--- config.mk ---
export PLATFORM = sky130hd
export DESIGN_NAME = tone_decoder_flat
export DESIGN_NICKNAME = d
export VERILOG_FILES = /design/src/rtl/piano_pkg.sv /design/src/rtl/tone_decoder_if.sv /design/src/rtl/tone_period_meter.sv /design/src/rtl/tone_decoder.sv /design/src/flat_wrapper.sv
export SDC_FILE = /design/constraint.sdc
export NUM_CORES = 1
export LEC_CHECK = 0
export ABC_AREA = 0
export CAP_MARGIN = 20
export CORE_MARGIN = 2
export CORE_UTILIZATION = 40
export CTS_CLUSTER_DIAMETER = 50
export CTS_CLUSTER_SIZE = 14
export DETAILED_ROUTE_END_ITERATION = 12
export HOLD_SLACK_MARGIN = 0.12
export RECOVER_POWER = 25
export SLEW_MARGIN = 5
export SYNTH_ARGS = -nofsm -noshare
export SYNTH_HDL_FRONTEND = slang
export SYNTH_HIERARCHICAL = 1
export SYNTH_SLANG_ARGS = --single-unit
--- constraint.sdc ---
create_clock -name clk -period 4.95 [get_ports clk]
set_clock_uncertainty 0.05 [all_clocks]
set_input_delay 1.485 -clock clk [delete_from_list [all_inputs] [get_ports clk]]
set_output_delay 1.485 -clock clk [all_outputs]
set_load 0.02 [all_outputs]
--- src/rtl/piano_pkg.sv ---
// Shared constants for the piano tone generator and its receive-side decoder.
// Holds the octave-0 period table (clk cycles per tone period at CLK_HZ), key and
// octave limits, the decoder FSM state type and the decode result record.
package piano_pkg;

    localparam int CLK_HZ     = 1_000_000;
    localparam int NUM_KEYS   = 12;
    localparam int MAX_OCTAVE = 8;

    typedef enum logic [1:0] {
        ST_IDLE,
        ST_NORM,
        ST_MATCH,
        ST_COMMIT
    } dec_state_t;

    // An invalid decode is all-zero, so it matches the cleared output state.
    typedef struct packed {
        logic       valid;
        logic [3:0] key;
        logic [3:0] oct;
    } dec_result_t;

    // round(CLK_HZ / f_octave0) for keys C..B.
    function automatic logic [15:0] period_o0(input logic [3:0] key);
        logic [15:0] p;
        case (key)
            4'd0:    p = 16'd61156;
            4'd1:    p = 16'd57723;
            4'd2:    p = 16'd54484;
            4'd3:    p = 16'd51426;
            4'd4:    p = 16'd48540;
            4'd5:    p = 16'd45815;
            4'd6:    p = 16'd43244;
            4'd7:    p = 16'd40817;
            4'd8:    p = 16'd38526;
            4'd9:    p = 16'd36364;
            4'd10:   p = 16'd34323;
            4'd11:   p = 16'd32396;
            default: p = 16'd0;
        endcase
        return p;
    endfunction

    // Divider value used by the piano side: each octave halves the period.
    function automatic logic [15:0] tone_period(input logic [3:0] key, input logic [3:0] oct);
        return period_o0(key) >> oct;
    endfunction

    // Key j maps to bit (11-j), C in the MSB.
    function automatic logic [11:0] key_to_onehot(input logic [3:0] key);
        return 12'h800 >> key;
    endfunction

endpackage

--- src/rtl/tone_decoder_if.sv ---
// Tone decoder signal bundle.
//   tone_in     : piano square-wave output (asynchronous)
//   key_onehot  : decoded key, one-hot, C = bit 11
//   octave      : decoded octave 0..8
//   note_valid  : key_onehot/octave hold a confirmed note
//   silent      : no tone edge for the full counter range
//   note_strobe : one-cycle pulse when key_onehot, octave or note_valid change
// master = tone source / monitor, slave = decoder.
interface tone_decoder_if;
    logic        tone_in;
    logic [11:0] key_onehot;
    logic [3:0]  octave;
    logic        note_valid;
    logic        silent;
    logic        note_strobe;

    modport master (
        output tone_in,
        input  key_onehot, octave, note_valid, silent, note_strobe
    );

    modport slave (
        input  tone_in,
        output key_onehot, octave, note_valid, silent, note_strobe
    );
endinterface

--- src/rtl/tone_period_meter.sv ---
// Measures clk cycles between rising edges of an asynchronous tone.
//   i_clk, i_rst_n : clock, async active-low reset
//   i_tone         : raw tone input
//   o_edge         : one-cycle pulse on a synchronised rising edge
//   o_period       : cycles since the previous edge, valid with o_edge
//   o_timeout      : counter saturated with no edge (silence)
module tone_period_meter #(
    parameter int CNT_W = 16
) (
    input  logic             i_clk,
    input  logic             i_rst_n,
    input  logic             i_tone,
    output logic             o_edge,
    output logic [CNT_W-1:0] o_period,
    output logic             o_timeout
);
    localparam logic [CNT_W-1:0] CNT_MAX = '1;

    logic [1:0]       r_sync;
    logic             r_sync_d;
    logic [CNT_W-1:0] r_cnt;

    always_ff @(posedge i_clk or negedge i_rst_n) begin
        if (!i_rst_n) begin
            r_sync   <= '0;
            r_sync_d <= 1'b0;
            r_cnt    <= '0;
        end else begin
            r_sync   <= {r_sync[0], i_tone};
            r_sync_d <= r_sync[1];
            // Restart at 1 so the value seen at the next edge equals the period.
            if (o_edge)
                r_cnt <= CNT_W'(1);
            else if (r_cnt != CNT_MAX)
                r_cnt <= r_cnt + 1'b1;
        end
    end

    assign o_edge    = r_sync[1] & ~r_sync_d;
    assign o_period  = r_cnt;
    assign o_timeout = (r_cnt == CNT_MAX) & ~o_edge;

endmodule

--- src/rtl/tone_decoder.sv ---
// Recovers key and octave from the period of the piano square-wave output.
//   clk, rst_n : system clock, async active-low reset
//   bus        : tone_decoder_if slave (tone_in in; key/octave/status out)
//
// state     | meaning
// ST_IDLE   | waiting for an armed rising edge, captures the period
// ST_NORM   | doubling the period up to the octave-0 range, one step per cycle
// ST_MATCH  | comparing against one key period per cycle
// ST_COMMIT | confirm-count update and output load
module tone_decoder
    import piano_pkg::*;
#(
    parameter int CNT_W   = 16,
    parameter int TOL     = 768,
    parameter int CONFIRM = 2
) (
    input  logic          clk,
    input  logic          rst_n,
    tone_decoder_if.slave bus
);
    localparam int P_W  = CNT_W + 1;
    localparam int CF_W = $clog2(CONFIRM + 1);
    localparam logic [CF_W-1:0] CONFIRM_V = CF_W'(CONFIRM);

    logic             w_edge;
    logic             w_timeout;
    logic [CNT_W-1:0] w_period;

    dec_state_t       r_state, w_state_nxt;
    logic [P_W-1:0]   r_p;
    logic [3:0]       r_oct;
    logic [3:0]       r_k;
    dec_result_t      r_res;
    dec_result_t      r_prev;
    logic [CF_W-1:0]  r_confirm;
    logic             r_armed;
    logic [11:0]      r_key_onehot;
    logic [3:0]       r_octave;
    logic             r_note_valid;
    logic             r_silent;
    logic             r_note_strobe;

    logic [P_W-1:0]   w_norm_th;
    logic [P_W-1:0]   w_ref;
    logic [P_W-1:0]   w_diff;
    logic             w_norm_ok;
    logic             w_hit;
    logic             w_same;
    logic             w_changed;
    logic [CF_W-1:0]  w_confirm_nxt;
    logic [11:0]      w_res_onehot;

    tone_period_meter #(.CNT_W(CNT_W)) u_meter (
        .i_clk     (clk),
        .i_rst_n   (rst_n),
        .i_tone    (bus.tone_in),
        .o_edge    (w_edge),
        .o_period  (w_period),
        .o_timeout (w_timeout)
    );

    // Everything at or above the lowest key window already sits in octave 0.
    assign w_norm_th    = P_W'(period_o0(4'(NUM_KEYS - 1))) - P_W'(TOL);
    assign w_norm_ok    = (r_p >= w_norm_th);
    assign w_ref        = P_W'(period_o0(r_k));
    assign w_diff       = (r_p >= w_ref) ? (r_p - w_ref) : (w_ref - r_p);
    assign w_hit        = (w_diff <= P_W'(TOL));

    assign w_res_onehot = r_res.valid ? key_to_onehot(r_res.key) : 12'd0;
    assign w_same       = (r_confirm != '0) && (r_res == r_prev);
    assign w_confirm_nxt = !w_same                  ? CF_W'(1)  :
                           (r_confirm == CONFIRM_V) ? r_confirm : r_confirm + 1'b1;
    assign w_changed    = (w_res_onehot != r_key_onehot) || (r_res.oct != r_octave) ||
                          (r_res.valid != r_note_valid);

    always_ff @(posedge clk or negedge rst_n) begin
        if (!rst_n)
            r_state <= ST_IDLE;
        else
            r_state <= w_state_nxt;
    end

    always_comb begin
        w_state_nxt = r_state;
        case (r_state)
            ST_IDLE:   if (w_edge && r_armed) w_state_nxt = ST_NORM;
            ST_NORM:   if (w_norm_ok) w_state_nxt = ST_MATCH;
                       else if (r_oct == 4'(MAX_OCTAVE)) w_state_nxt = ST_COMMIT;
            ST_MATCH:  if (w_hit || r_k == 4'(NUM_KEYS - 1)) w_state_nxt = ST_COMMIT;
            ST_COMMIT: w_state_nxt = ST_IDLE;
            default:   w_state_nxt = ST_IDLE;
        endcase
    end

    always_ff @(posedge clk or negedge rst_n) begin
        if (!rst_n) begin
            r_p           <= '0;
            r_oct         <= '0;
            r_k           <= '0;
            r_res         <= '0;
            r_prev        <= '0;
            r_confirm     <= '0;
            r_armed       <= 1'b0;
            r_key_onehot  <= '0;
            r_octave      <= '0;
            r_note_valid  <= 1'b0;
            r_silent      <= 1'b1;
            r_note_strobe <= 1'b0;
        end else begin
            r_note_strobe <= 1'b0;
            case (r_state)
                // Edges arriving while busy are dropped; the meter restarts anyway.
                ST_IDLE: if (w_edge && r_armed) begin
                    r_p   <= P_W'(w_period);
                    r_oct <= '0;
                    r_k   <= '0;
                end
                ST_NORM: if (!w_norm_ok) begin
                    if (r_oct == 4'(MAX_OCTAVE)) begin
                        r_res <= '0;
                    end else begin
                        r_p   <= r_p << 1;
                        r_oct <= r_oct + 4'd1;
                    end
                end
                ST_MATCH: begin
                    if (w_hit)
                        r_res <= {1'b1, r_k, r_oct};
                    else if (r_k == 4'(NUM_KEYS - 1))
                        r_res <= '0;
                    else
                        r_k <= r_k + 4'd1;
                end
                ST_COMMIT: begin
                    r_confirm <= w_confirm_nxt;
                    r_prev    <= r_res;
                    if (w_confirm_nxt == CONFIRM_V) begin
                        r_key_onehot  <= w_res_onehot;
                        r_octave      <= r_res.oct;
                        r_note_valid  <= r_res.valid;
                        r_note_strobe <= w_changed;
                    end
                end
                default: ;
            endcase

            // Silence overrides any decode activity in the same cycle.
            if (w_timeout) begin
                r_armed       <= 1'b0;
                r_confirm     <= '0;
                r_silent      <= 1'b1;
                r_key_onehot  <= '0;
                r_octave      <= '0;
                r_note_valid  <= 1'b0;
                r_note_strobe <= r_note_valid || (r_key_onehot != '0) || (r_octave != '0);
            end else if (w_edge && !r_armed) begin
                r_armed  <= 1'b1;
                r_silent <= 1'b0;
            end
        end
    end

    assign bus.key_onehot  = r_key_onehot;
    assign bus.octave      = r_octave;
    assign bus.note_valid  = r_note_valid;
    assign bus.silent      = r_silent;
    assign bus.note_strobe = r_note_strobe;

endmodule

--- src/flat_wrapper.sv ---
// flat-port wrapper written by rule: the top's interface ports become plain ports
module tone_decoder_flat import piano_pkg::*;
#(
    parameter int CNT_W   = 16,
    parameter int TOL     = 768,
    parameter int CONFIRM = 2
)
  (clk, rst_n, bus_tone_in, bus_key_onehot, bus_octave, bus_note_valid, bus_silent, bus_note_strobe);
  tone_decoder_if bus_i ();
  input  logic clk;
  input  logic rst_n;
  input wire logic [$bits(bus_i.tone_in)-1:0] bus_tone_in;
  output wire logic [$bits(bus_i.key_onehot)-1:0] bus_key_onehot;
  output wire logic [$bits(bus_i.octave)-1:0] bus_octave;
  output wire logic [$bits(bus_i.note_valid)-1:0] bus_note_valid;
  output wire logic [$bits(bus_i.silent)-1:0] bus_silent;
  output wire logic [$bits(bus_i.note_strobe)-1:0] bus_note_strobe;
  assign bus_i.tone_in = bus_tone_in;
  assign bus_key_onehot = bus_i.key_onehot;
  assign bus_octave = bus_i.octave;
  assign bus_note_valid = bus_i.note_valid;
  assign bus_silent = bus_i.silent;
  assign bus_note_strobe = bus_i.note_strobe;
  tone_decoder #(.CNT_W(CNT_W), .TOL(TOL), .CONFIRM(CONFIRM)) u_core (.clk(clk), .rst_n(rst_n), .bus(bus_i));
endmodule
==> summary.txt <==
worst hold slack - 300.0 ps
GRT Total Usage - 0.2135
run status - finished, violations left
cell family with most CP delay - compound AO/OA/AOI/OAI gates
MaxCap Viol Count - 1
Post-synth EDFFs - 0
asr flop ratio synth - 1.000
Hold Crit Class - reg -> reg
first-pass GRT wire length - 30920 microns
Layout area overhead - 18.14%
post-synth top area share - 0.3141
H-tree Lvls - 3
Num CTS Buffers - 9
CP Max Fanout - 6
Sw Share - 0.4915
DR vias/cell - 5.882
Rel. slew slack - -0.3134
Buffers on Ports - 21
total chip power - 5.718 mW
initial antenna violation count - 0
endpoint class of the critical path - flip-flop
final worst path period need - 4831 ps
peak supply drop - 300.2 uV
largest family of logic cells by synthesized area - compound AO/OA/AOI/OAI gates
setup_tns - 0 ps
worst-case reg-to-reg path depth - 18
worst path bufs/invs - 3
total die area - 17990 sq um
P_int - 2.908 mW
IO Pins - 22
complex-gate fraction of the synthesized area - 0.2211
Pleak - 3.516 nW
share of layout cells above drive strength 1 - 0.1628
Die Wd - 134.1 microns
CP max stage delay - 440 ps
period utilization - 0.9759
Ant. Diodes - 0
DP HPWL - 14400 microns
crit path DAT - 4990 ps
Startpoint Class - flip-flop
Post-Syn Instances - 787
CTS tree - done
critical path class - reg -> reg
total gr overflow - 0
net count reported at finish - 874
DRC - 0
GPL Wtd Cong - 0.9479
CTS root buffer - clkbuf_16
Gate power share - 0.697
post-synthesis adder-cell area fraction - 0.08683
largest net degree at the start of global routing - 87
worst slew pin tran - 1970 ps
Die Span Y - 134.1 microns
starting density of the core - 0.4084
Clk pin slew, worst setup/hold paths - 60 ps
Routed WL - 19040 microns
Sequential Power Share - 0.185
CP max-delay cell - or3_4
Seq/Total Area, Yosys - 0.3179
Synth area leader - dfrtp_1
Final Hold Viols - 0
Core ar. - 16580 sq um
Simple-Gate Fraction of Synth Area - 0.2104
WL/cell - 18.15 microns
routed vias - 6170
number of synthesized register bits - 86
most frequent CP cell - inv_1
vias in the first global route - 5825
failing checks - max-capacitance violations, max-slew violations
Final setup viols - 0
Hold Crit Depth - 0
critical path, cell by cell - inv_1, ha_2, a211oi_2, a21o_1, inv_1, ha_1, a21oi_4, o21ai_1, a211o_4, or3_4, buf_12, mux2i_4, xor2_1, o2111ai_2, o41ai_4, a31oi_2, a211o_1, mux2_1
Hold-fix buffers, CTS - 0
dpl cell area - 7398 sq um
Avg Inst Size Synth - 8.606 sq um
WP depth - 18
Pre-Repair DR Iteration Count - 5
Routed Antenna Nets - 0
top cells by area, synth - dfrtp_1 31%, ha_1 8.7%, mux2i_1 5.0%
post-synthesis xor/xnor area fraction - 0.03104
YS warnings - 6
Sw Pwr - 2.811 mW
Worst Path Required - 5110 ps
number of clock sinks - 86
Synth Flop Type - dfrtp_1
Unique masters post-synth - 80
fin. max-slew vios - 35
clock group share of total power - 0.118
Achievable Freq - 207.0 MHz
design area - 8001 sq um
CTS max path bufs - 2
site row count - 47
PwrDens - 714.7 nW/um^2
multiplexer share of the synthesized area - 0.07519
Initial DRC Count - 467
Clock Latency Late Sink - 340 ps
synthesized cell area - 6773 sq um
Syn Nets - 837
==> power groups by stage <==
| stage | registers, mW | logic [mW] | clock network [mW] |
|---|---|---|---|
| detailed placement | 1.07 | 3.58 | 0 |
| global route | 1.08 | 4.32 | 0.720 |
| global placement | 1.06 | 3.56 | 0 |
| finish | 1.06 | 3.99 | 0.677 |
| CTS | 1.06 | 3.61 | 0.700 |
| floorplan | 0.993 | 2.54 | 0 |
==> layout make-up <==
cell class,instances,area (sq um)
timing repair buffer,67,614.3
clock inverter,5,58.81
clock buffer,11,242.7
tap,220,275.3
fill,1598,8582
sequential,86,2155
inverter,54,202.7
multi-input combinational,606,4453
==> repair_timing <==
action,4_1_cts,5_1_grt
resized for setup,4,48
setup buffers,0,5
cloned,0,1
pin swaps,0,14
endpoints found under the setup margin,11,15
==> cells by family (layout without fill, tap and decap cells) <==
family                     after synthesis  after routing
and+or+nand+nor                        263            264
AOI/OAI and AO/OA                      223            223
buffers and inverters                   96            137
DFF                                     86             86
muxes                                   48             48
adders and majority gates               47             47
xor gates and xnor gates                24             24
==> state kept, by name (all words and copies together), names as in the netlist, 4 cells and up <==
| register | flops |
|---|---|
| u_core/bus.key_onehot | 12 |
| u_core/bus.octave | 4 |
| u_core/r_k | 4 |
| u_core/r_oct | 4 |
| u_core/r_p | 17 |
| u_core/r_prev | 9 |
| u_core/r_res | 9 |
| u_core/u_meter/o_period | 16 |
==> cells in the final DEF (no fill, tap or decap), types with 16 or more instances in the layout <==
master and count:
a21oi_1 56, buf_4 40, clkdlybuf4s50_1 20, dfrtp_1 84, ha_1 39, inv_1 53, mux2i_1 34, nand2_1 45
nand3_1 18, nand4_1 23, nor2_1 71, o21ai_0 41, xnor2_1 16
==> layer usage <==
metal / vias to the layer above / GRT usage / share of wire
met5: - / 0 / 0
met4: 0 / 0.05088 / 0.015
met3: 21 / 0.03553 / 0.053
met2: 179 / 0.3453 / 0.47
met1: 3024 / 0.2998 / 0.46
li1: 2946 / - / -
==> final timing paths <==
| kind | slack (ps) | startpoint | end |
|---|---|---|---|
| worst max register to register | 120 | u_core/r_k[1] | u_core/r_state[1] |
| worst min-delay path | 300 | u_core/u_meter/r_sync[0] | u_core/u_meter/r_sync[1] |
| worst min register to register | 300 | u_core/u_meter/r_sync[0] | u_core/u_meter/r_sync[1] |
| min in group asynchronous | 1640 | rst_n | u_core/bus.key_onehot[5] |
| worst max-delay path | 120 | u_core/r_k[1] | u_core/r_state[1] |
| max in group asynchronous | 1920 | rst_n | u_core/r_k[3] |
==> cells in the mapped netlist, types with 8 or more instances <==
master    number
mux2_2        12
ha_1          47
dfrtp_1       85
and3_1         8
nand2_1       46
nor3_1        13
inv_1         54
clkbuf_1      20
buf_2         14
nand3_1       18
nor4_1        10
nor2b_1       11
a211oi_1      16
mux2i_1       34
o21ai_0       45
a31oi_1       11
nor2_1        74
o21a_1        11
nand2b_1      15
a21oi_1       61
a21o_1        15
xnor2_1       17
nand4_1       22
==> metrics by stage <==
step,std cells,utilization,setup slack [ps]
final,1049,0.4825,119.4
after floorplan,787,-,204.1
after CTS,1042,0.4654,13.29
after global placement,1026,0.4461,-18.06
after global routing,1049,0.4825,-27.58
after detailed placement,1026,0.4461,-98.23
(Power assumes the default switching activity.)
